### src/rtl/ps2_voice_allocator_if.sv
// PS/2 receiver handshake bundle: byte-ready flag, byte, and the acknowledge pulse.
// Latency: none, wires only.
// Backpressure: the receiver holds scan_ready/scan_code until it sees read.
//
// Signals:
//   scan_ready - receiver has a byte (held until acknowledged)
//   scan_code  - received byte, valid while scan_ready=1
//   read       - one-cycle acknowledge back to the receiver
interface ps2_voice_allocator_if;
    logic       scan_ready;
    logic [7:0] scan_code;
    logic       read;

    // Receiver side drives the byte and consumes the acknowledge.
    modport master (
        output scan_ready,
        output scan_code,
        input  read
    );

    // Allocator side consumes the byte and drives the acknowledge.
    modport slave (
        input  scan_ready,
        input  scan_code,
        output read
    );
endinterface

### src/rtl/ps2_voice_allocator.sv
// Decodes PS/2 make/break/extended scan codes and assigns 13 keys to 4 voices with oldest-voice stealing.
// Latency: read one cycle after scan_ready is seen; voice outputs, gate_on and steal visible one cycle after read.
// Backpressure: one byte per handshake; waits for scan_ready to drop before accepting the next byte (>= 3 cycles/byte).
//
// Ports:
//   clock, reset   - 50 MHz clock, synchronous active-low reset
//   kbd            - receiver handshake (scan_ready, scan_code in; read out)
//   voice_active   - bit i set while voice i holds a note
//   voice_note     - note of voice i on bits [4i+3:4i]; keeps its value when the voice goes idle
//   gate_on        - one-cycle pulse on the voice that was (re)triggered
//   steal          - one-cycle pulse when an allocation evicted an active voice
module ps2_voice_allocator #(
    parameter int NUM_VOICES = 4,
    parameter int NOTE_W     = 4
) (
    input  logic                         clock,
    input  logic                         reset,
    ps2_voice_allocator_if.slave         kbd,
    output logic [NUM_VOICES-1:0]        voice_active,
    output logic [NUM_VOICES*NOTE_W-1:0] voice_note,
    output logic [NUM_VOICES-1:0]        gate_on,
    output logic                         steal
);
    localparam int VIDX_W = $clog2(NUM_VOICES);

    localparam logic [1:0] IDLE     = 2'd0;
    localparam logic [1:0] ACK      = 2'd1;
    localparam logic [1:0] WAIT_LOW = 2'd2;

    localparam logic [7:0] CODE_BREAK = 8'hF0;
    localparam logic [7:0] CODE_EXT   = 8'hE0;

    logic [1:0]        state;
    logic [7:0]        byte_q;
    logic              brk;
    logic              ext;
    logic [1:0]        age [NUM_VOICES];

    logic              key_hit;
    logic [3:0]        key_raw;
    logic [NOTE_W-1:0] key_note;
    logic [NUM_VOICES-1:0] held;
    logic              free_vld;
    logic [VIDX_W-1:0] free_idx;
    logic [VIDX_W-1:0] oldest_idx;
    logic [1:0]        oldest_age;
    logic [VIDX_W-1:0] alloc_idx;

    // The acknowledge is simply "we are in the ACK state": exactly one cycle per byte.
    assign kbd.read = (state == ACK);

    // One chromatic octave on the home/upper rows.
    always_comb begin
        key_hit = 1'b1;
        key_raw = 4'd0;
        case (byte_q)
            8'h1C:   key_raw = 4'd0;
            8'h1D:   key_raw = 4'd1;
            8'h1B:   key_raw = 4'd2;
            8'h24:   key_raw = 4'd3;
            8'h23:   key_raw = 4'd4;
            8'h2B:   key_raw = 4'd5;
            8'h2C:   key_raw = 4'd6;
            8'h34:   key_raw = 4'd7;
            8'h35:   key_raw = 4'd8;
            8'h33:   key_raw = 4'd9;
            8'h3C:   key_raw = 4'd10;
            8'h3B:   key_raw = 4'd11;
            8'h42:   key_raw = 4'd12;
            default: key_hit = 1'b0;
        endcase
        key_note = NOTE_W'(key_raw);
    end

    // Voices currently sounding the decoded note (release target / repeat filter).
    always_comb begin
        held = '0;
        for (int i = 0; i < NUM_VOICES; i++) begin
            held[i] = voice_active[i] && (voice_note[i*NOTE_W +: NOTE_W] == key_note);
        end
    end

    // Lowest-index idle voice; scanning downward leaves the lowest match last.
    always_comb begin
        free_vld = ~&voice_active;
        free_idx = '0;
        for (int i = NUM_VOICES - 1; i >= 0; i--) begin
            if (!voice_active[i]) begin
                free_idx = VIDX_W'(i);
            end
        end
    end

    // Oldest voice; strict compare keeps the lowest index on ties.
    always_comb begin
        oldest_idx = '0;
        oldest_age = age[0];
        for (int i = 1; i < NUM_VOICES; i++) begin
            if (age[i] > oldest_age) begin
                oldest_idx = VIDX_W'(i);
                oldest_age = age[i];
            end
        end
        alloc_idx = free_vld ? free_idx : oldest_idx;
    end

    always_ff @(posedge clock) begin
        if (!reset) begin
            state        <= IDLE;
            byte_q       <= '0;
            brk          <= 1'b0;
            ext          <= 1'b0;
            voice_active <= '0;
            voice_note   <= '0;
            gate_on      <= '0;
            steal        <= 1'b0;
            for (int i = 0; i < NUM_VOICES; i++) begin
                age[i] <= 2'd0;
            end
        end else begin
            gate_on <= '0;
            steal   <= 1'b0;
            case (state)
                IDLE: begin
                    if (kbd.scan_ready) begin
                        byte_q <= kbd.scan_code;
                        state  <= ACK;
                    end
                end
                ACK: begin
                    state <= WAIT_LOW;
                    if (byte_q == CODE_BREAK) begin
                        brk <= 1'b1;
                    end else if (byte_q == CODE_EXT) begin
                        ext <= 1'b1;
                    end else begin
                        // Any terminal byte ends the sequence, acted on or not.
                        brk <= 1'b0;
                        ext <= 1'b0;
                        if (!ext && key_hit) begin
                            if (brk) begin
                                voice_active <= voice_active & ~held;
                            end else if (held == '0) begin
                                voice_active[alloc_idx]                   <= 1'b1;
                                voice_note[alloc_idx*NOTE_W +: NOTE_W]    <= key_note;
                                gate_on[alloc_idx]                        <= 1'b1;
                                steal                                     <= ~free_vld;
                                // Ages are relative to the voices active before this press.
                                for (int i = 0; i < NUM_VOICES; i++) begin
                                    if (VIDX_W'(i) == alloc_idx) begin
                                        age[i] <= 2'd0;
                                    end else if (voice_active[i] && age[i] != 2'd3) begin
                                        age[i] <= age[i] + 2'd1;
                                    end
                                end
                            end
                        end
                    end
                end
                WAIT_LOW: begin
                    if (!kbd.scan_ready) begin
                        state <= IDLE;
                    end
                end
                default: state <= IDLE;
            endcase
        end
    end
endmodule

### src/flat_wrapper.sv
// flat-port wrapper written by rule: the top's interface ports become plain ports
module ps2_voice_allocator_flat 
#(
    parameter int NUM_VOICES = 4,
    parameter int NOTE_W     = 4
)
  (clock, reset, voice_active, voice_note, gate_on, steal, kbd_scan_ready, kbd_scan_code, kbd_read);
  ps2_voice_allocator_if kbd_i ();
  input  logic clock;
  input  logic reset;
  output logic [NUM_VOICES-1:0] voice_active;
  output logic [NUM_VOICES*NOTE_W-1:0] voice_note;
  output logic [NUM_VOICES-1:0] gate_on;
  output logic steal;
  input wire logic [$bits(kbd_i.scan_ready)-1:0] kbd_scan_ready;
  input wire logic [$bits(kbd_i.scan_code)-1:0] kbd_scan_code;
  output wire logic [$bits(kbd_i.read)-1:0] kbd_read;
  assign kbd_i.scan_ready = kbd_scan_ready;
  assign kbd_i.scan_code = kbd_scan_code;
  assign kbd_read = kbd_i.read;
  ps2_voice_allocator #(.NUM_VOICES(NUM_VOICES), .NOTE_W(NOTE_W)) u_core (.clock(clock), .reset(reset), .kbd(kbd_i), .voice_active(voice_active), .voice_note(voice_note), .gate_on(gate_on), .steal(steal));
endmodule
### config.mk
export PLATFORM = sky130hd
export DESIGN_NAME = ps2_voice_allocator_flat
export DESIGN_NICKNAME = d
export VERILOG_FILES = /design/src/rtl/ps2_voice_allocator_if.sv /design/src/rtl/ps2_voice_allocator.sv /design/src/flat_wrapper.sv
export SDC_FILE = /design/constraint.sdc
export NUM_CORES = 1
export LEC_CHECK = 0
export ABC_AREA = 0
export BUFFER_PORTS_ARGS = -buffer_cell sky130_fd_sc_hd__buf_2
export CAP_MARGIN = 5
export CORE_MARGIN = 2
export CORE_UTILIZATION = 60
export DETAILED_ROUTE_END_ITERATION = 8
export PLACE_DENSITY = 0.81
export SYNTH_ARGS = -nofsm -noshare
export SYNTH_HDL_FRONTEND = slang
export SYNTH_SLANG_ARGS = --single-unit
### constraint.sdc
create_clock -name clock -period 11.6 [get_ports clock]
set_clock_uncertainty 0.15 [all_clocks]
set_input_delay 0 -clock clock [delete_from_list [all_inputs] [get_ports clock]]
set_output_delay 0 -clock clock [all_outputs]
set_load 0.02 [all_outputs]
* After elaboration in Yosys (flattened, before gate mapping) *
Memory sizes are Yosys's and may differ from the RTL's.
Index checks and enable logic that the tools add are counted.

operators by class
  $add $sub $neg = 5
  shift operators = 2
  muxes and demuxes = 108
  bitwise operators = 18
  reduce and logical (&&, ||, !) cells = 24
  $lt $le $gt $ge = 5
  equal/unequal tests = 31

operators by type and width
  operator                                                count
  2-to-1 mux 1 bit                                        83
  equality test 8 x 6 -> 1 bit (second input constant)    9
  one-hot mux 4 bit (12 select lines)                     1
  2-to-1 mux 2 bit                                        19
  negator 4 -> 34 bit                                     1
  variable shift 4 x 34 -> 16 bit (first input constant)  1
  indexed part select 4 x 34 -> 16 bit                    1
  equality test 8 x 5 -> 1 bit (second input constant)    3
  bitwise mux 16 bit                                      1
  equality test 4 bit                                     4
  equality test 8 bit (second input constant)             2
  OR reduction 13 bit                                     1
  inequality test 2 bit (second input constant)           6
  logical AND 1 bit                                       10
  adder 2 x 1 -> 2 bit (second input constant)            4
  equality test 8 x 7 -> 1 bit (second input constant)    1
  2-to-1 mux 4 bit                                        2
  OR 1 bit                                                8
  AND reduction 2 bit                                     4
  inverter 1 bit                                          7
  OR reduction 7 bit                                      1
  > comparator 2 bit                                      3
  one-hot mux 2 bit (3 select lines)                      1
  AND reduction 6 bit                                     1
  17 further kinds                                        19

storage, ports and cells
  output and inout port bits = 26
  input bits = 11
  logic and storage cells = 202
  memories = 1
  flip-flop bits (word level) = 37
  bits in writable memories = 8

memory list
  memory      depth  width  read ports  clocked after memory_dff  wr ports  RTL line                   RTL
  u_core.age  4      2      4           0                         4         ps2_voice_allocator.sv:37  logic [1:0] age [NUM_VOICES];

* Depth between registers and ports, before layout *
An unclocked memory read counts as a cell.

  depth after elaboration = 20
  gate-level depth with buffers = 25
  depth with buffers taken out = 23

* Least setup slack after synthesis *
Ideal clock, no wire load.

  path kind = register to register
  from = memory u_core.age[0][0]
  to = register u_core.voice_note[5]
  setup slack = 7.303 ns
  stages on the path, launching flop included = 24
  setup time = 0.070 ns
  path buffers = 2
  period minus slack after synthesis = 4.297 ns
  data required time = 11.380 ns
  arrival = 4.077 ns
  cell sequence = edfxtp_1 ha_1 inv_1 o22ai_1 o21ai_0 ha_1 nor2_1 a2bb2oi_1 nor2_1 a21oi_1 ha_1 nand2_1 o21ai_0 o211a_1 o21ai_0 and2_1 clkbuf_1 inv_1 ha_1 nor2b_1 buf_1 nand2_1 or3_1 a21oi_1

RTL lines
  element                         RTL line                    RTL
  start: declaration              ps2_voice_allocator.sv:37
  end signal: indexed assignment  ps2_voice_allocator.sv:145  voice_note[alloc_idx*NOTE_W +: NOTE_W] <= key_note;
  end: declaration                ps2_voice_allocator.sv:20   output logic [NUM_VOICES*NOTE_W-1:0] voice_note,

==> impl_metrics.yaml <==
sta:
  slew_violations: 0
  period_share_pct: 40.8
  hold_viol: 0
  finalSetupViolations: 0
  fmax_mhz: 211
  finalCriticalPeriod_ns: 4.74
  finalSetupTns_ns: 0
  worst_slew_pin_slew_ns: 0.856
  rsz0062_at_grt: "no"
  relSlewSlack_pct: 42.1
yosys:
  synth_nets: 323
  synth_edf_count: 8
  synth_area_leader_cell: "dfxtp_1"
  netlist_area_sq_mm: 0.00276
  synth_top_area_share_pct: 26.9
  syn_inst: 296
  yosysWarnings: 0
  ys_seq_area_share_pct: 35.6
  synth_area_leaders: "dfxtp_1, edfxtp_1, ha_1"
  avgSynthCellArea_sq_um: 9.31
  ys.flop_type: "dfxtp_1"
  ys_ff_latch: 45
  synthArstFlopShare_pct: 0
  yosys.cell_count.top_type: "dfxtp_1"
  ys_types: 63
  synth_common_cells: "dfxtp_1, nand2_1, nor2_1, inv_1, ha_1"
grt:
  grt_pass1_vias: 2200
  antenna_found_initial: 0
  grt_pass1_wl_mm: 10.2
  grt-ovfl-total: 0
  grt_max_degree: 31
  grt_usage_pct: 24.7
drt:
  antenna_left: 0
  avgRoutedWirePerCell_um: 15.2
  drtIter0Drc: 132
  vias: 2285
  vias_per_cell: 5.90
  first_pass_iters: 4
  wl_mm: 5.88
  drc: 0
critical_path:
  cp.arrival_ns: 4.81
  critPathMaxStageDelay_ns: 0.44
  r2r_start: "u_core.age[0][0]$_SDFFCE_PN0P_"
  crit_fanout: 8
  crit_top_cell: "ha_1"
  r2r_end: "u_core.voice_note[6]$_SDFFE_PN0P_"
  criticalPathCategory: "reg -> reg"
  end_kind: "register"
  cpMaxStageDelayCell: "edfxtp_1"
  crit_chain: "ha_1 > inv_1 > o22ai_1 > o21ai_0 > ha_1 > nor2_1 > a2bb2oi_1 > nor2_1 > a21oi_1 > ha_1 > nand2_1 > o21ai_0 > o211a_1 > o21ai_0 > and2_1 > inv_1 > ha_1 > nor2b_1 > nand2_1 > or3_1 > a21oi_1"
  cp-start-kind: "register"
  rrSetupSlack_ns: 6.86
  r2r_cells: 21
  required_ns: 11.68
  crit_family: "simple AND/OR/NAND/NOR gates"
  critPathBufInv: 2
final_layout:
  multi_input_area_sq_mm: 0.00160
  area_growth_pct: 13.8
  drive_above_1_share_pct: 19.4
  antenna_cells: 0
  seqCellArea_sq_um: 981
  fill_cells: 344
  nets: 361
  stdcell_count: 387
cts:
  clk_latency_ns: 0.30
  cts_tree: "yes"
  cts_setup_buffers: 0
  h-tree-depth: 2
  clk_pin_slew_worst_paths_ns: 0.09
  cts_sinks: 45
  tritoncts.num_buffers: 5
  cts_buffer_depth: 2
  cts_root_buf: "clkbuf_8"
die:
  rows: 24
  core_area_sq_mm: 0.00438
  die_area_sq_mm: 0.00515
  start_util_pct: 62.9
  ios: 37
  fp.dieH_um: 71.8
  die_x_um: 71.8
min_path:
  holdPathStages: 2
  hold_path_end: "u_core.voice_active[0]$_SDFFE_PN0P_"
  worstHoldPathType: "in -> reg"
  hp-start: "reset"
power_and_ir_drop:
  peakVddDrop_v: 0.0000666
  power.leakage_uw: 0.00142
  power.density_mw_per_mm2: 108
flow_run:
  cap_viol_max_count: 0
placed_design:
  gp_congestion: 0.926
  dp.cells: 370
  hpwl_mm: 4.18
  port_buffers: 36
run_status:
  outcome: "completed"
[sequential cells by signal (all words and copies together) (netlist names)]
register,flops
u_core.voice_note,16
u_core.ext,1
u_core.byte_q,8
u_core.voice_active,4
u_core.brk,1
u_core.steal,1
u_core.age,8
u_core.state,2
u_core.gate_on,4
[per-layer routing]
metal | vias to the layer above | track usage, % | routed length [um]
met3 | 5 | 5.20 | 244
met5 | - | 0 | 0
met1 | 1083 | 34.2 | 2810
li1 | 1140 | - | -
met4 | 0 | 6.50 | 42
met2 | 57 | 39.5 | 2790
[area by class of cell]
cell class                 count  area share (%)
inverter                      21            2.51
sequential                    45            31.3
tap                           52            2.07
timing repair buffer          46            8.86
multi-input combinational    215            51.0
clock buffer                   5            2.19
clock inverter                 3            2.07
[power breakdown]
part | leakage, uW | total [uW] | internal (uW) | switching, uW
logic | 0.000966 | 30.8 | 14.2 | 16.6
registers | 0.000382 | 167 | 162 | 5.17
clock network | 0.0000681 | 139 | 85.6 | 53.7
[how the worst max path moves through the flow]
stage	from	endpoint	cells after the start
after floorplan	u_core.age[0][0]$_SDFFCE_PN0P_	u_core.voice_note[5]$_SDFFE_PN0P_	23
after global placement	u_core.age[0][0]$_SDFFCE_PN0P_	u_core.voice_note[6]$_SDFFE_PN0P_	21
after detailed placement	u_core.age[0][0]$_SDFFCE_PN0P_	u_core.voice_note[4]$_SDFFE_PN0P_	21
after CTS	u_core.age[0][0]$_SDFFCE_PN0P_	u_core.voice_note[6]$_SDFFE_PN0P_	21
after global routing	u_core.age[0][3]$_SDFFCE_PN0P_	u_core.voice_note[6]$_SDFFE_PN0P_	22
final	u_core.age[0][0]$_SDFFCE_PN0P_	u_core.voice_note[6]$_SDFFE_PN0P_	21
[repair_timing]
item                                   in CTS  in global routing
hold buffers                                9                  0
endpoints found under the hold margin       9                  0
gates resized for setup                     0                  0
[logic make-up after synthesis]
kind of cell,after synthesis,share of synthesized area [%]
buffers and inverters,36,6.36
muxes,14,5.27
DFF,45,35.6
adders and majority gates,16,7.26
AOI/OAI and AO/OA,53,15.7
xor gates and xnor gates,15,4.77
and+or+nand+nor,117,25.1
[layout by cell type (no fill, tap or decap), drive strengths merged, types with 5 or more instances in the layout]
master	synthesis	final
or3	5	5
o22ai	5	5
clkbuf	5	5
nor4	9	9
inv	21	21
xor2	11	11
nand2b	5	5
nand3	11	11
nor2	22	22
a21oi	10	10
mux2i	13	13
buf	10	37
dfxtp	37	37
edfxtp	8	8
o21ai	11	11
dlygate4sd3	0	9
ha	16	16
nor4b	6	6
nand2	23	23
nor2b	7	7
[through the flow]
| step | power, uW | utilization, % | hold slack [ns] | cell area (sq um) | worst slack (ns) |
|---|---|---|---|---|---|
| floorplan | 194 | - | -0.00316 | 2760 | 7.30 |
| detailed placement | 199 | 66.4 | 0.0905 | 2910 | 6.95 |
| CTS | 339 | 71.5 | 0.0497 | 3140 | 6.90 |
| global placement | 198 | 66.4 | 0.0848 | 2910 | 7.08 |
| finish | 338 | 71.5 | 0.0641 | 3140 | 6.86 |
| global route | 350 | 71.5 | 0.0882 | 3140 | 6.29 |
No activity file was read; power rests on OpenSTA's default activity.
